--- src/rtl/flash_mp_pkg.sv ---
// Shared types for the flash data-region request arbiter: operations, region attributes and
// the per-region configuration record scanned by the arbiter.
package flash_mp_pkg;

  localparam int unsigned MpAddrW = 8;

  typedef enum logic [1:0] {
    OpRead    = 2'd0,
    OpProg    = 2'd1,
    OpErase   = 2'd2,
    OpIllegal = 2'd3
  } op_e;

  typedef struct packed {
    logic en;
    logic rd_en;
    logic prog_en;
    logic erase_en;
  } data_region_attr_t;

  typedef struct packed {
    logic               en;
    logic               rd_en;
    logic               prog_en;
    logic               erase_en;
    logic [MpAddrW-1:0] base;
    logic [MpAddrW:0]   size;
  } region_cfg_t;

  typedef enum logic [1:0] {
    StIdle,
    StScan,
    StIssue,
    StResp
  } arb_state_e;

  function automatic logic op_allowed(data_region_attr_t attr, op_e op);
    logic op_bit;
    unique case (op)
      OpRead:  op_bit = attr.rd_en;
      OpProg:  op_bit = attr.prog_en;
      OpErase: op_bit = attr.erase_en;
      default: op_bit = 1'b0;
    endcase
    return attr.en && op_bit;
  endfunction

endpackage

--- src/rtl/flash_mp_req_arb_if.sv ---
// Requester, completion and flash-side handshake signals of the data-region arbiter.
interface flash_mp_req_arb_if #(
  parameter int unsigned AddrW = 8
);

  logic             hw_req;
  logic [AddrW-1:0] hw_addr;
  logic [1:0]       hw_op;
  logic             sw_req;
  logic [AddrW-1:0] sw_addr;
  logic [1:0]       sw_op;
  logic             hw_gnt;
  logic             sw_gnt;
  logic             flash_req;
  logic [AddrW-1:0] flash_addr;
  logic [1:0]       flash_op;
  logic             flash_done;
  logic             done;
  logic             done_src;
  logic             deny;
  logic             busy;

  modport master (
    output hw_req, hw_addr, hw_op, sw_req, sw_addr, sw_op, flash_done,
    input  hw_gnt, sw_gnt, flash_req, flash_addr, flash_op, done, done_src, deny, busy
  );

  modport slave (
    input  hw_req, hw_addr, hw_op, sw_req, sw_addr, sw_op, flash_done,
    output hw_gnt, sw_gnt, flash_req, flash_addr, flash_op, done, done_src, deny, busy
  );

endinterface

--- src/rtl/flash_mp_data_region_sel.sv ---
// Picks the governing attributes (matched region or default) and turns them into a permit
// decision, with the optional hardware-requester bypass.
module flash_mp_data_region_sel
  import flash_mp_pkg::*;
#(
  parameter bit HwDataAttr = 1'b1
) (
  input  logic              hit_i,
  input  data_region_attr_t hit_attr_i,
  input  data_region_attr_t default_attr_i,
  input  logic              src_hw_i,
  input  op_e               op_i,
  output logic              permit_o
);

  data_region_attr_t w_attr;

  always_comb begin
    w_attr = hit_i ? hit_attr_i : default_attr_i;
    // The illegal op encoding is refused even for a bypassing hw requester.
    if (op_i == OpIllegal) begin
      permit_o = 1'b0;
    end else if (src_hw_i && HwDataAttr) begin
      permit_o = 1'b1;
    end else begin
      permit_o = op_allowed(w_attr, op_i);
    end
  end

endmodule

--- src/rtl/flash_mp_req_arb.sv ---
// Round-robin hw/sw arbiter that scans the region table one entry per cycle and then either
// issues the access to flash or reports a deny.
module flash_mp_req_arb
  import flash_mp_pkg::*;
#(
  parameter int unsigned NumRegions = 4,
  parameter int unsigned AddrW      = MpAddrW,
  parameter bit          HwDataAttr = 1'b1
) (
  input  logic                           clk_i,
  input  logic                           rst_ni,
  flash_mp_req_arb_if.slave              bus_io,
  input  region_cfg_t [NumRegions-1:0]   region_cfg_i,
  input  data_region_attr_t              default_attr_i
);

  localparam int unsigned    IdxW    = (NumRegions > 1) ? $clog2(NumRegions) : 1;
  localparam logic [IdxW-1:0] LastIdx = IdxW'(NumRegions - 1);

  arb_state_e        r_state, w_state_next;
  logic              r_src;      // 1 = hw owns the current operation
  logic              r_rr_last;  // 1 = hw was granted last
  logic [AddrW-1:0]  r_addr;
  logic [1:0]        r_op;
  logic [IdxW-1:0]   r_idx;
  logic              r_hit;
  data_region_attr_t r_attr;
  logic              r_deny;

  region_cfg_t       w_cfg;
  data_region_attr_t w_cfg_attr;
  data_region_attr_t w_attr_final;
  logic [AddrW+1:0]  w_lo, w_hi, w_addr_x;
  logic              w_match, w_hit_final, w_permit, w_any_req, w_pick_hw;

  assign w_cfg      = region_cfg_i[r_idx];
  assign w_cfg_attr = '{en: w_cfg.en, rd_en: w_cfg.rd_en, prog_en: w_cfg.prog_en,
                        erase_en: w_cfg.erase_en};

  // Two spare bits keep base + size from wrapping.
  assign w_lo     = {2'b00, w_cfg.base};
  assign w_hi     = w_lo + {1'b0, w_cfg.size};
  assign w_addr_x = {2'b00, r_addr};
  assign w_match  = w_cfg.en && (w_addr_x >= w_lo) && (w_addr_x < w_hi);

  assign w_hit_final  = r_hit | w_match;
  assign w_attr_final = r_hit ? r_attr : w_cfg_attr;

  assign w_any_req = bus_io.hw_req | bus_io.sw_req;
  assign w_pick_hw = bus_io.hw_req && (!bus_io.sw_req || !r_rr_last);

  flash_mp_data_region_sel #(
    .HwDataAttr (HwDataAttr)
  ) u_region_sel (
    .hit_i          (w_hit_final),
    .hit_attr_i     (w_attr_final),
    .default_attr_i (default_attr_i),
    .src_hw_i       (r_src),
    .op_i           (op_e'(r_op)),
    .permit_o       (w_permit)
  );

  always_comb begin
    w_state_next      = r_state;
    bus_io.hw_gnt     = 1'b0;
    bus_io.sw_gnt     = 1'b0;
    bus_io.flash_req  = 1'b0;
    bus_io.flash_addr = '0;
    bus_io.flash_op   = '0;
    bus_io.done       = 1'b0;
    bus_io.done_src   = 1'b0;
    bus_io.deny       = 1'b0;
    bus_io.busy       = (r_state != StIdle);
    unique case (r_state)
      StIdle: begin
        if (w_any_req) begin
          bus_io.hw_gnt = w_pick_hw;
          bus_io.sw_gnt = !w_pick_hw;
          w_state_next  = StScan;
        end
      end
      StScan: begin
        if (r_idx == LastIdx) begin
          w_state_next = w_permit ? StIssue : StResp;
        end
      end
      StIssue: begin
        bus_io.flash_req  = 1'b1;
        bus_io.flash_addr = r_addr;
        bus_io.flash_op   = r_op;
        if (bus_io.flash_done) begin
          w_state_next = StResp;
        end
      end
      StResp: begin
        bus_io.done     = 1'b1;
        bus_io.done_src = r_src;
        bus_io.deny     = r_deny;
        w_state_next    = StIdle;
      end
      default: w_state_next = StIdle;
    endcase
  end

  always_ff @(posedge clk_i or negedge rst_ni) begin
    if (!rst_ni) begin
      r_state   <= StIdle;
      r_src     <= 1'b0;
      r_rr_last <= 1'b0;
      r_addr    <= '0;
      r_op      <= '0;
      r_idx     <= '0;
      r_hit     <= 1'b0;
      r_attr    <= '0;
      r_deny    <= 1'b0;
    end else begin
      r_state <= w_state_next;
      unique case (r_state)
        StIdle: begin
          if (w_any_req) begin
            r_src  <= w_pick_hw;
            r_addr <= w_pick_hw ? bus_io.hw_addr : bus_io.sw_addr;
            r_op   <= w_pick_hw ? bus_io.hw_op : bus_io.sw_op;
            r_idx  <= '0;
            r_hit  <= 1'b0;
            r_deny <= 1'b0;
          end
        end
        StScan: begin
          r_idx <= r_idx + 1'b1;
          if (!r_hit && w_match) begin
            r_hit  <= 1'b1;
            r_attr <= w_cfg_attr;
          end
          if (r_idx == LastIdx) begin
            r_deny <= !w_permit;
          end
        end
        StResp:  r_rr_last <= r_src;
        default: ;
      endcase
    end
  end

endmodule

--- src/flat_wrapper.sv ---
// flat-port wrapper written by rule: the top's interface ports become plain ports
module flash_mp_req_arb_flat import flash_mp_pkg::*;
#(
  parameter int unsigned NumRegions = 4,
  parameter int unsigned AddrW      = MpAddrW,
  parameter bit          HwDataAttr = 1'b1
)
  (clk_i, rst_ni, region_cfg_i, default_attr_i, bus_io_hw_req, bus_io_hw_addr, bus_io_hw_op, bus_io_sw_req, bus_io_sw_addr, bus_io_sw_op, bus_io_flash_done, bus_io_hw_gnt, bus_io_sw_gnt, bus_io_flash_req, bus_io_flash_addr, bus_io_flash_op, bus_io_done, bus_io_done_src, bus_io_deny, bus_io_busy);
  flash_mp_req_arb_if #(.AddrW(AddrW)) bus_io_i ();
  input  logic clk_i;
  input  logic rst_ni;
  input  region_cfg_t [NumRegions-1:0] region_cfg_i;
  input  data_region_attr_t default_attr_i;
  input wire logic [$bits(bus_io_i.hw_req)-1:0] bus_io_hw_req;
  input wire logic [$bits(bus_io_i.hw_addr)-1:0] bus_io_hw_addr;
  input wire logic [$bits(bus_io_i.hw_op)-1:0] bus_io_hw_op;
  input wire logic [$bits(bus_io_i.sw_req)-1:0] bus_io_sw_req;
  input wire logic [$bits(bus_io_i.sw_addr)-1:0] bus_io_sw_addr;
  input wire logic [$bits(bus_io_i.sw_op)-1:0] bus_io_sw_op;
  input wire logic [$bits(bus_io_i.flash_done)-1:0] bus_io_flash_done;
  output wire logic [$bits(bus_io_i.hw_gnt)-1:0] bus_io_hw_gnt;
  output wire logic [$bits(bus_io_i.sw_gnt)-1:0] bus_io_sw_gnt;
  output wire logic [$bits(bus_io_i.flash_req)-1:0] bus_io_flash_req;
  output wire logic [$bits(bus_io_i.flash_addr)-1:0] bus_io_flash_addr;
  output wire logic [$bits(bus_io_i.flash_op)-1:0] bus_io_flash_op;
  output wire logic [$bits(bus_io_i.done)-1:0] bus_io_done;
  output wire logic [$bits(bus_io_i.done_src)-1:0] bus_io_done_src;
  output wire logic [$bits(bus_io_i.deny)-1:0] bus_io_deny;
  output wire logic [$bits(bus_io_i.busy)-1:0] bus_io_busy;
  assign bus_io_i.hw_req = bus_io_hw_req;
  assign bus_io_i.hw_addr = bus_io_hw_addr;
  assign bus_io_i.hw_op = bus_io_hw_op;
  assign bus_io_i.sw_req = bus_io_sw_req;
  assign bus_io_i.sw_addr = bus_io_sw_addr;
  assign bus_io_i.sw_op = bus_io_sw_op;
  assign bus_io_i.flash_done = bus_io_flash_done;
  assign bus_io_hw_gnt = bus_io_i.hw_gnt;
  assign bus_io_sw_gnt = bus_io_i.sw_gnt;
  assign bus_io_flash_req = bus_io_i.flash_req;
  assign bus_io_flash_addr = bus_io_i.flash_addr;
  assign bus_io_flash_op = bus_io_i.flash_op;
  assign bus_io_done = bus_io_i.done;
  assign bus_io_done_src = bus_io_i.done_src;
  assign bus_io_deny = bus_io_i.deny;
  assign bus_io_busy = bus_io_i.busy;
  flash_mp_req_arb #(.NumRegions(NumRegions), .AddrW(AddrW), .HwDataAttr(HwDataAttr)) u_core (.clk_i(clk_i), .rst_ni(rst_ni), .bus_io(bus_io_i), .region_cfg_i(region_cfg_i), .default_attr_i(default_attr_i));
endmodule
--- config.mk ---
export PLATFORM = sky130hd
export DESIGN_NAME = flash_mp_req_arb_flat
export DESIGN_NICKNAME = d
export VERILOG_FILES = /design/src/rtl/flash_mp_pkg.sv /design/src/rtl/flash_mp_req_arb_if.sv /design/src/rtl/flash_mp_data_region_sel.sv /design/src/rtl/flash_mp_req_arb.sv /design/src/flat_wrapper.sv
export SDC_FILE = /design/constraint.sdc
export NUM_CORES = 1
export LEC_CHECK = 0
export CAP_MARGIN = 15
export CORE_MARGIN = 5
export CORE_UTILIZATION = 37
export CTS_CLUSTER_SIZE = 16
export DETAILED_ROUTE_END_ITERATION = 6
export PLACE_DENSITY = 0.88
export SLEW_MARGIN = 30
export SYNTH_ARGS = -nofsm -noshare
export SYNTH_HDL_FRONTEND = slang
export SYNTH_SLANG_ARGS = --single-unit
--- constraint.sdc ---
create_clock -name clk_i -period 5.3 [get_ports clk_i]
set_input_delay 0.795 -clock clk_i [delete_from_list [all_inputs] [get_ports clk_i]]
set_output_delay 0.795 -clock clk_i [all_outputs]
set_load 0.05 [all_outputs]
==> results of run 1 <==
## synth_stat cells, drive strengths merged (2+ instances only)
cell	count
mux2i	8
xor2	5
or3	5
a21boi	2
nor2b	2
inv	25
a21o	2
a21oi	8
clkbuf	7
ha	28
o211ai	5
nand2b	2
mux4	21
o21ai	18
a222oi	3
nand2	16
mux2	5
a31oi	3
o22ai	2
o21a	4
o31ai	3
and2	14
and3	3
nand3	5
nor3	3
buf	5
nor2	9
dfrtp	22
## where the power goes
part           total [mW]  internal, mW  switching (mW)  leakage (nW)
Clock               0.158         0.101          0.0570        0.0357
Sequential          0.340         0.246          0.0948         0.269
Combinational        1.76         0.840           0.923          1.38
Total                2.26          1.19            1.07          1.69
## flip-flops by register name (all words and copies together) (netlist names)
| name | flops |
|---|---|
| u_core.r_addr | 8 |
| u_core.r_attr | 4 |
| u_core.r_idx | 2 |
| u_core.r_state | 2 |
| u_core.r_op | 2 |
| u_core.r_deny | 1 |
| u_core.r_hit | 1 |
| u_core.r_rr_last | 1 |
| u_core.r_src | 1 |
## per-layer routing
metal  track usage (%)  up-vias  part of all wire (%)
met5                 0        -                     0
met4              1.11        0                  0.41
met3              3.82        4                   7.2
met2              32.9      106                    54
met1              21.0     1232                    38
li1                  -     1223                     -
## how the worst min path moves through the flow
stage | from | end | slack, ns
2_1_floorplan | u_core.r_attr[3]$_DFFE_PN0P_ | u_core.r_attr[3]$_DFFE_PN0P_ | 0.42
4_1_cts | u_core.r_attr[3]$_DFFE_PN0P_ | u_core.r_attr[3]$_DFFE_PN0P_ | 0.46
6_report | u_core.r_attr[3]$_DFFE_PN0P_ | u_core.r_attr[3]$_DFFE_PN0P_ | 0.46
5_1_grt | u_core.r_attr[3]$_DFFE_PN0P_ | u_core.r_attr[3]$_DFFE_PN0P_ | 0.49
3_5_place_dp | u_core.r_attr[3]$_DFFE_PN0P_ | u_core.r_attr[3]$_DFFE_PN0P_ | 0.44
3_3_place_gp | u_core.r_attr[3]$_DFFE_PN0P_ | u_core.r_attr[3]$_DFFE_PN0P_ | 0.43
## through the flow
step           instances  hold WS [ns]  instance area (µm²)
2_1_floorplan        254         0.421                 2510
3_3_place_gp         460         0.434                 3930
3_5_place_dp         460         0.439                 3930
4_1_cts              464         0.459                 4000
5_1_grt              464         0.488                 3990
6_report             464         0.458                 3990
## area by class of cell
cell class	count	area, µm²	share of cell area, %
Inverter	25	93.8	2.35
Multi-Input combinational cell	195	1810	45.4
Tap cell	80	100	2.51
Timing Repair Buffer	138	1370	34.2
Clock inverter	1	30.0	0.752
Clock buffer	3	41.3	1.03
Sequential cell	22	551	13.8
## critical path, delay by kind of cell
family / cells / cell delay [ns]
AO/OA/AOI/OAI: 8 / 1.84
AND/OR/NAND/NOR: 5 / 0.83
adder cells (fa/ha/maj): 3 / 0.65
buffers and inverters: 2 / 0.49
XOR/XNOR: 1 / 0.09
multiplexers: 1 / 0.50
## kinds of logic after synthesis
logic type      count (synthesis)  share of synthesized area (%)
simple gates                   65                           13.6
xor+xnor                        5                           1.74
mux                            34                           24.3
compound gates                 62                           17.8
fa+ha+maj                      29                           14.7
flops                          22                           21.9
buf+inv                        37                           5.93
## placed cells by master, fill, tap and decap left out, types with 3 or more instances in the layout
cell / count
a21oi_1: 8
a222oi_1: 3
a31oi_1: 3
and2_1: 13
and3_1: 3
buf_4: 8
clkbuf_8: 3
clkdlybuf4s50_1: 128
dfrtp_1: 22
ha_1: 28
inv_1: 25
mux2_2: 4
mux2i_1: 8
mux4_2: 21
nand2_1: 16
nand3_1: 5
nor2_1: 9
nor3_1: 3
o211ai_1: 4
o21a_1: 4
o21ai_0: 16
o31ai_1: 3
or3_1: 5
xor2_1: 5
==> run metrics, run 1 <==
result of the run finished, final reports clean; ranking of synthesized cells by area dfrtp_1, mux4_2, ha_1, inv_1, o21ai_0; die extent in y 92.4 µm; final cell utilization of the core 59.8%; Worst Clk Skew 0.00622 ns; number of enable-type register cells in the synthesized netlist 0; placeable core area 6680 µm²; largest net degree at the start of global routing 23; achievable clock frequency 198 MHz; vias per std cell 5.53; DR WL/cell 16.7 µm; number of cell instances on the worst register-to-register path 17; Finish-stage setup viols 0; count of unique library cells instantiated by Yosys 54; insertion delay to the later sink of the worst-skew pair 0.27 ns; DRC violations left 0; crit start category input port; total of warnings raised by yosys 0; buffer cell driving the clock tree root clkbuf_8; clock sink count 22; top flip-flop cell by instance count after synthesis dfrtp_1; Num CTS Buffers 3; headroom to the max-slew limit 62.8%; fraction of post-synthesis cell area in the top cell type by area 21.9%; Critical Path AT 5.21 ns; PnR Total Power 2.26 mW; global-route usage over all layers 17.4%; cell breakdown of the critical path clkdlybuf4s50_1, mux4_2, ha_1, inv_1, fa_1, nor2b_1, o31ai_1, nand2b_1, a21oi_1, xor2_1, ha_1, a211o_1, nor2_1, o31ai_1, and2_1, or3_1, a41oi_1, o211ai_1, a221o_1, o32ai_2; final net count 527; critical path's largest stage delay 0.50 ns; area overhead of the layout relative to synthesis 59.0%; die footprint 8530 µm²; number of H-tree levels 1; Setup Fix Bufs, Post-CTS 0; Bufs on Longest Clock Path 2; max-capacitance violation count 0; final worst path period share 95.1%; proportion of synthesized chip area in sequential cells 21.9%; final wirelength 7770 µm; number of fill cells 559; launch point of the worst path region_cfg_i[72]; number of input and output port buffers inserted 129; type of the setup path with the least slack in -> reg; Req. time, crit path 5.47 ns; Post-CTS Resized 0; R2R Path End u_core.r_deny$_DFFE_PN0P_; peak fanout along the critical path 4; global-route wire length before repair 12100 µm; total of flip-flops plus latches after synthesis 22; final HPWL from detailed placement 6660 µm; Post-CTS Hold Fix Bufs 0; Max IR drop VDD 0.331 mV; unrepaired setup endpoints after global routing no; Leak 1.69 nW; Avg Inst Size Synth 9.89 µm²; worst slack, placed 0.0594 ns; number of antenna repair diodes 0; remaining global-route overflow 0; gate count after technology mapping 254; clock-pin slew reported for the worst setup and hold paths after clock tree synthesis 0.08 ns; Slew Limit Fails 0; critical path's slowest cell mux4_2; power density of the placed cells 566 nW/µm²; number of stages on the worst hold path 2; cell row count 30; share of layout cells above drive strength 1 12.0%; Initial Util 37.6%; largest area contributor in the netlist dfrtp_1; clock tree from TritonCTS yes; number of DRC markers after the initial detailed-route iteration 176; first-pass detailed-route iteration total 4; number of top-level pins 130; setup total negative slack 0 ns; final hold violation count 0; final critical path time including I/O delays and setup 5.04 ns; Hold/Removal Path Class reg -> reg; vias in the first global route 2567; number of vias after detailed routing 2565; R2R setup slack 0.37 ns; proportion of register bits with asynchronous set or reset after synthesis 100%; Setup crit end kind flop; number of antenna violations at the first check in global routing 0; syn_nets 396; PnR worst setup slack 0.261 ns; final weighted congestion of routability-driven global placement 0.899; antenna viol nets, final 0; capturing instance or port of the critical path u_core.r_deny$_DFFE_PN0P_; mapped cell area 2510 µm²; Die Wd 92.4 µm; measured slew at the worst slew-check pin 0.553 ns; startpoint of the worst-slack reg-to-reg timing path u_core.r_idx[0]$_DFFE_PN0P_
(Power assumes the default switching activity.)
==> inputs of run 2 (changes only) <==
Settings changed: CELL_PAD_IN_SITES_DETAIL_PLACEMENT set to 1, CELL_PAD_IN_SITES_GLOBAL_PLACEMENT set to 2, CORE_UTILIZATION 37 to 21.
==> run 2 against run 1 <==
Net effect: clock skew down 0.0037 ns; sequential power is 6% higher; routed wire length up 17%; core utilization shrank 25 points; combinational power is essentially flat; sequential share of layout area decreased by 0.37 points; clock-buffer cell count unchanged; clock power is 35% higher; maximum frequency rose by 1.8%; critical endpoint unchanged; largest cell class unchanged.
==> run metrics, run 2 (synthesis gave the netlist of run 1 again) <==
Max IR drop VDD 0.237 mV (was 0.331 mV); measured slew at the worst slew-check pin 0.800 ns (was 0.553 ns); number of DRC markers after the initial detailed-route iteration 72 (was 176); final weighted congestion of routability-driven global placement 0.795 (was 0.899); vias in the first global route 2943 (was 2567); final worst path period share 93.4% (was 95.1%); R2R setup slack 0.49 ns (was 0.37 ns); DRC violations left 0 (unchanged); Num CTS Buffers 3 (unchanged); die footprint 14200 µm² (was 8530 µm²); Post-CTS Hold Fix Bufs 0 (unchanged); peak fanout along the critical path 4 (unchanged); PnR worst setup slack 0.350 ns (was 0.261 ns); Critical Path AT 5.11 ns (was 5.21 ns); power density of the placed cells 568 nW/µm² (was 566 nW/µm²); cell row count 40 (was 30); Leak 1.70 nW (was 1.69 nW); global-route wire length before repair 14800 µm (was 12100 µm); number of flip-flops under the largest register name 8 (unchanged); startpoint of the worst-slack reg-to-reg timing path u_core.r_idx[1]$_DFFE_PN0P_ (was u_core.r_idx[0]$_DFFE_PN0P_); achievable clock frequency 202 MHz (was 198 MHz); buffer cell driving the clock tree root clkbuf_16 (was clkbuf_8); Req. time, crit path 5.46 ns (was 5.47 ns); commonest cells after routing, fill and taps aside clkdlybuf4s50_1, ha_1, inv_1, dfrtp_1, mux4_2 (unchanged); setup total negative slack 0 ns (unchanged); capturing instance or port of the critical path u_core.r_deny$_DFFE_PN0P_ (unchanged); largest net degree at the start of global routing 23 (unchanged); number of cell instances on the worst register-to-register path 19 (was 17); vias per std cell 4.79 (was 5.53); number of antenna repair diodes 0 (unchanged); number of vias after detailed routing 2544 (was 2565); first-pass detailed-route iteration total 4 (unchanged); R2R Path End u_core.r_deny$_DFFE_PN0P_ (unchanged); insertion delay to the later sink of the worst-skew pair 0.26 ns (was 0.27 ns); Slew Limit Fails 0 (unchanged); DR WL/cell 17.1 µm (was 16.7 µm); Die Wd 119 µm (was 92.4 µm); final HPWL from detailed placement 7820 µm (was 6660 µm); Worst Clk Skew 0.00250 ns (was 0.00622 ns); clock-pin slew reported for the worst setup and hold paths after clock tree synthesis 0.06 ns (was 0.08 ns); Bufs on Longest Clock Path 2 (unchanged); register with the highest flop count u_core.r_addr (unchanged); final wirelength 9070 µm (was 7770 µm); max-capacitance violation count 0 (unchanged); clock tree from TritonCTS yes (unchanged); result of the run finished, final reports clean (unchanged); headroom to the max-slew limit 46.6% (was 62.8%); number of antenna violations at the first check in global routing 0 (unchanged); antenna viol nets, final 0 (unchanged); crit start category input port (unchanged); final hold violation count 0 (unchanged); number of input and output port buffers inserted 129 (unchanged); area overhead of the layout relative to synthesis 63.4% (was 59.0%); type of the setup path with the least slack in -> reg (unchanged); total area of multi-input combinational cells 1820 µm² (was 1810 µm²); Initial Util 21.2% (was 37.6%); final net count 527 (unchanged); launch point of the worst path region_cfg_i[72] (unchanged); Hold/Removal Path Class reg -> reg (unchanged); worst slack, placed 0.0206 ns (was 0.0594 ns); die extent in y 119 µm (was 92.4 µm); most common cell after layout, fill and taps aside clkdlybuf4s50_1 (unchanged); Finish-stage setup viols 0 (unchanged); unrepaired setup endpoints after global routing no (unchanged); clock sink count 22 (unchanged); number of top-level pins 130 (unchanged); share of layout cells above drive strength 1 12.2% (was 12.0%); final critical path time including I/O delays and setup 4.95 ns (was 5.04 ns); placeable core area 11900 µm² (was 6680 µm²); number of H-tree levels 1 (unchanged); global-route usage over all layers 12.7% (was 17.4%); remaining global-route overflow 0 (unchanged); Setup crit end kind flop (unchanged); storage element area 551 µm² (unchanged); number of fill cells 1336 (was 559); largest registers u_core.r_addr: 8 flops, u_core.r_attr: 4 flops (unchanged)
==> run 2: worst min-delay path by stage <==
stage / slack (ns) / end / from / depth (start not counted)
final: 0.47 / u_core.r_attr[3]$_DFFE_PN0P_ / u_core.r_attr[3]$_DFFE_PN0P_ / 2
after global routing: 0.49 / u_core.r_attr[3]$_DFFE_PN0P_ / u_core.r_attr[3]$_DFFE_PN0P_ / 2
after CTS: 0.47 / u_core.r_attr[3]$_DFFE_PN0P_ / u_core.r_attr[3]$_DFFE_PN0P_ / 2
after detailed placement: 0.46 / u_core.r_attr[3]$_DFFE_PN0P_ / u_core.r_attr[3]$_DFFE_PN0P_ / 2
after global placement: 0.44 / u_core.r_attr[3]$_DFFE_PN0P_ / u_core.r_attr[3]$_DFFE_PN0P_ / 2
after floorplan: 0.42 / u_core.r_attr[3]$_DFFE_PN0P_ / u_core.r_attr[3]$_DFFE_PN0P_ / 2
==> run 2: repair_timing <==
item	4_1_cts	5_1_grt
setup endpoints to repair	0	1
resized for setup	0	2
setup buffers	0	0
endpoints found under the hold margin	0	0
==> run 2: layout make-up <==
| cell class | instances | share of cell area [%] |
|---|---|---|
| multi-input cells | 195 | 44.3 |
| clock buffers | 3 | 1.83 |
| flip-flops and latches | 22 | 13.4 |
| clock inverters | 1 | 0.732 |
| well taps | 147 | 4.48 |
| repair buffers | 138 | 33.0 |
| inverters | 25 | 2.29 |
==> run 2: through the flow <==
step                hold WS [ns]  utilization [%]  total power [mW]  area (µm²)  instances
floorplan                  0.421                -              1.59        2510        254
global placement           0.440             33.7              2.08        4000        527
detailed placement         0.457             33.7              2.13        3990        527
CTS                        0.469             34.6              2.36        4100        531
global route               0.490             34.6              2.57        4100        531
finish                     0.469             34.6              2.33        4100        531
==> run 2: where the power goes <==
group          leakage (nW)  switching [mW]  internal (mW)  total [mW]
combinational          1.38           0.923          0.837        1.76
sequential            0.269           0.113          0.246       0.359
clock                0.0511          0.0629          0.150       0.213
total                  1.70            1.10           1.23        2.33
==> run 2: per-layer routing <==
metal	global-route usage [%]	part of all wire (%)	routed length (µm)	up-vias
met1	15.8	43	3910	1234
met2	22.6	50	4550	80
met4	3.08	1.9	176	0
met3	2.14	4.8	432	12
met5	0	0	0	-
li1	-	-	-	1218
==> run 2: critical path: stages <==
cell and delay (ns):
clkdlybuf4s50_1 0.40, mux4_2 0.49, ha_1 0.23, inv_1 0.08
fa_1 0.21, nor2b_1 0.08, o31ai_2 0.21, nand2b_1 0.08
a21oi_1 0.17, xor2_1 0.10, ha_1 0.21, a211o_1 0.31
nor2_1 0.09, o31ai_1 0.11, and2_1 0.23, or3_1 0.35
a41oi_1 0.23, o211ai_1 0.12, a221o_1 0.37, o32ai_2 0.23
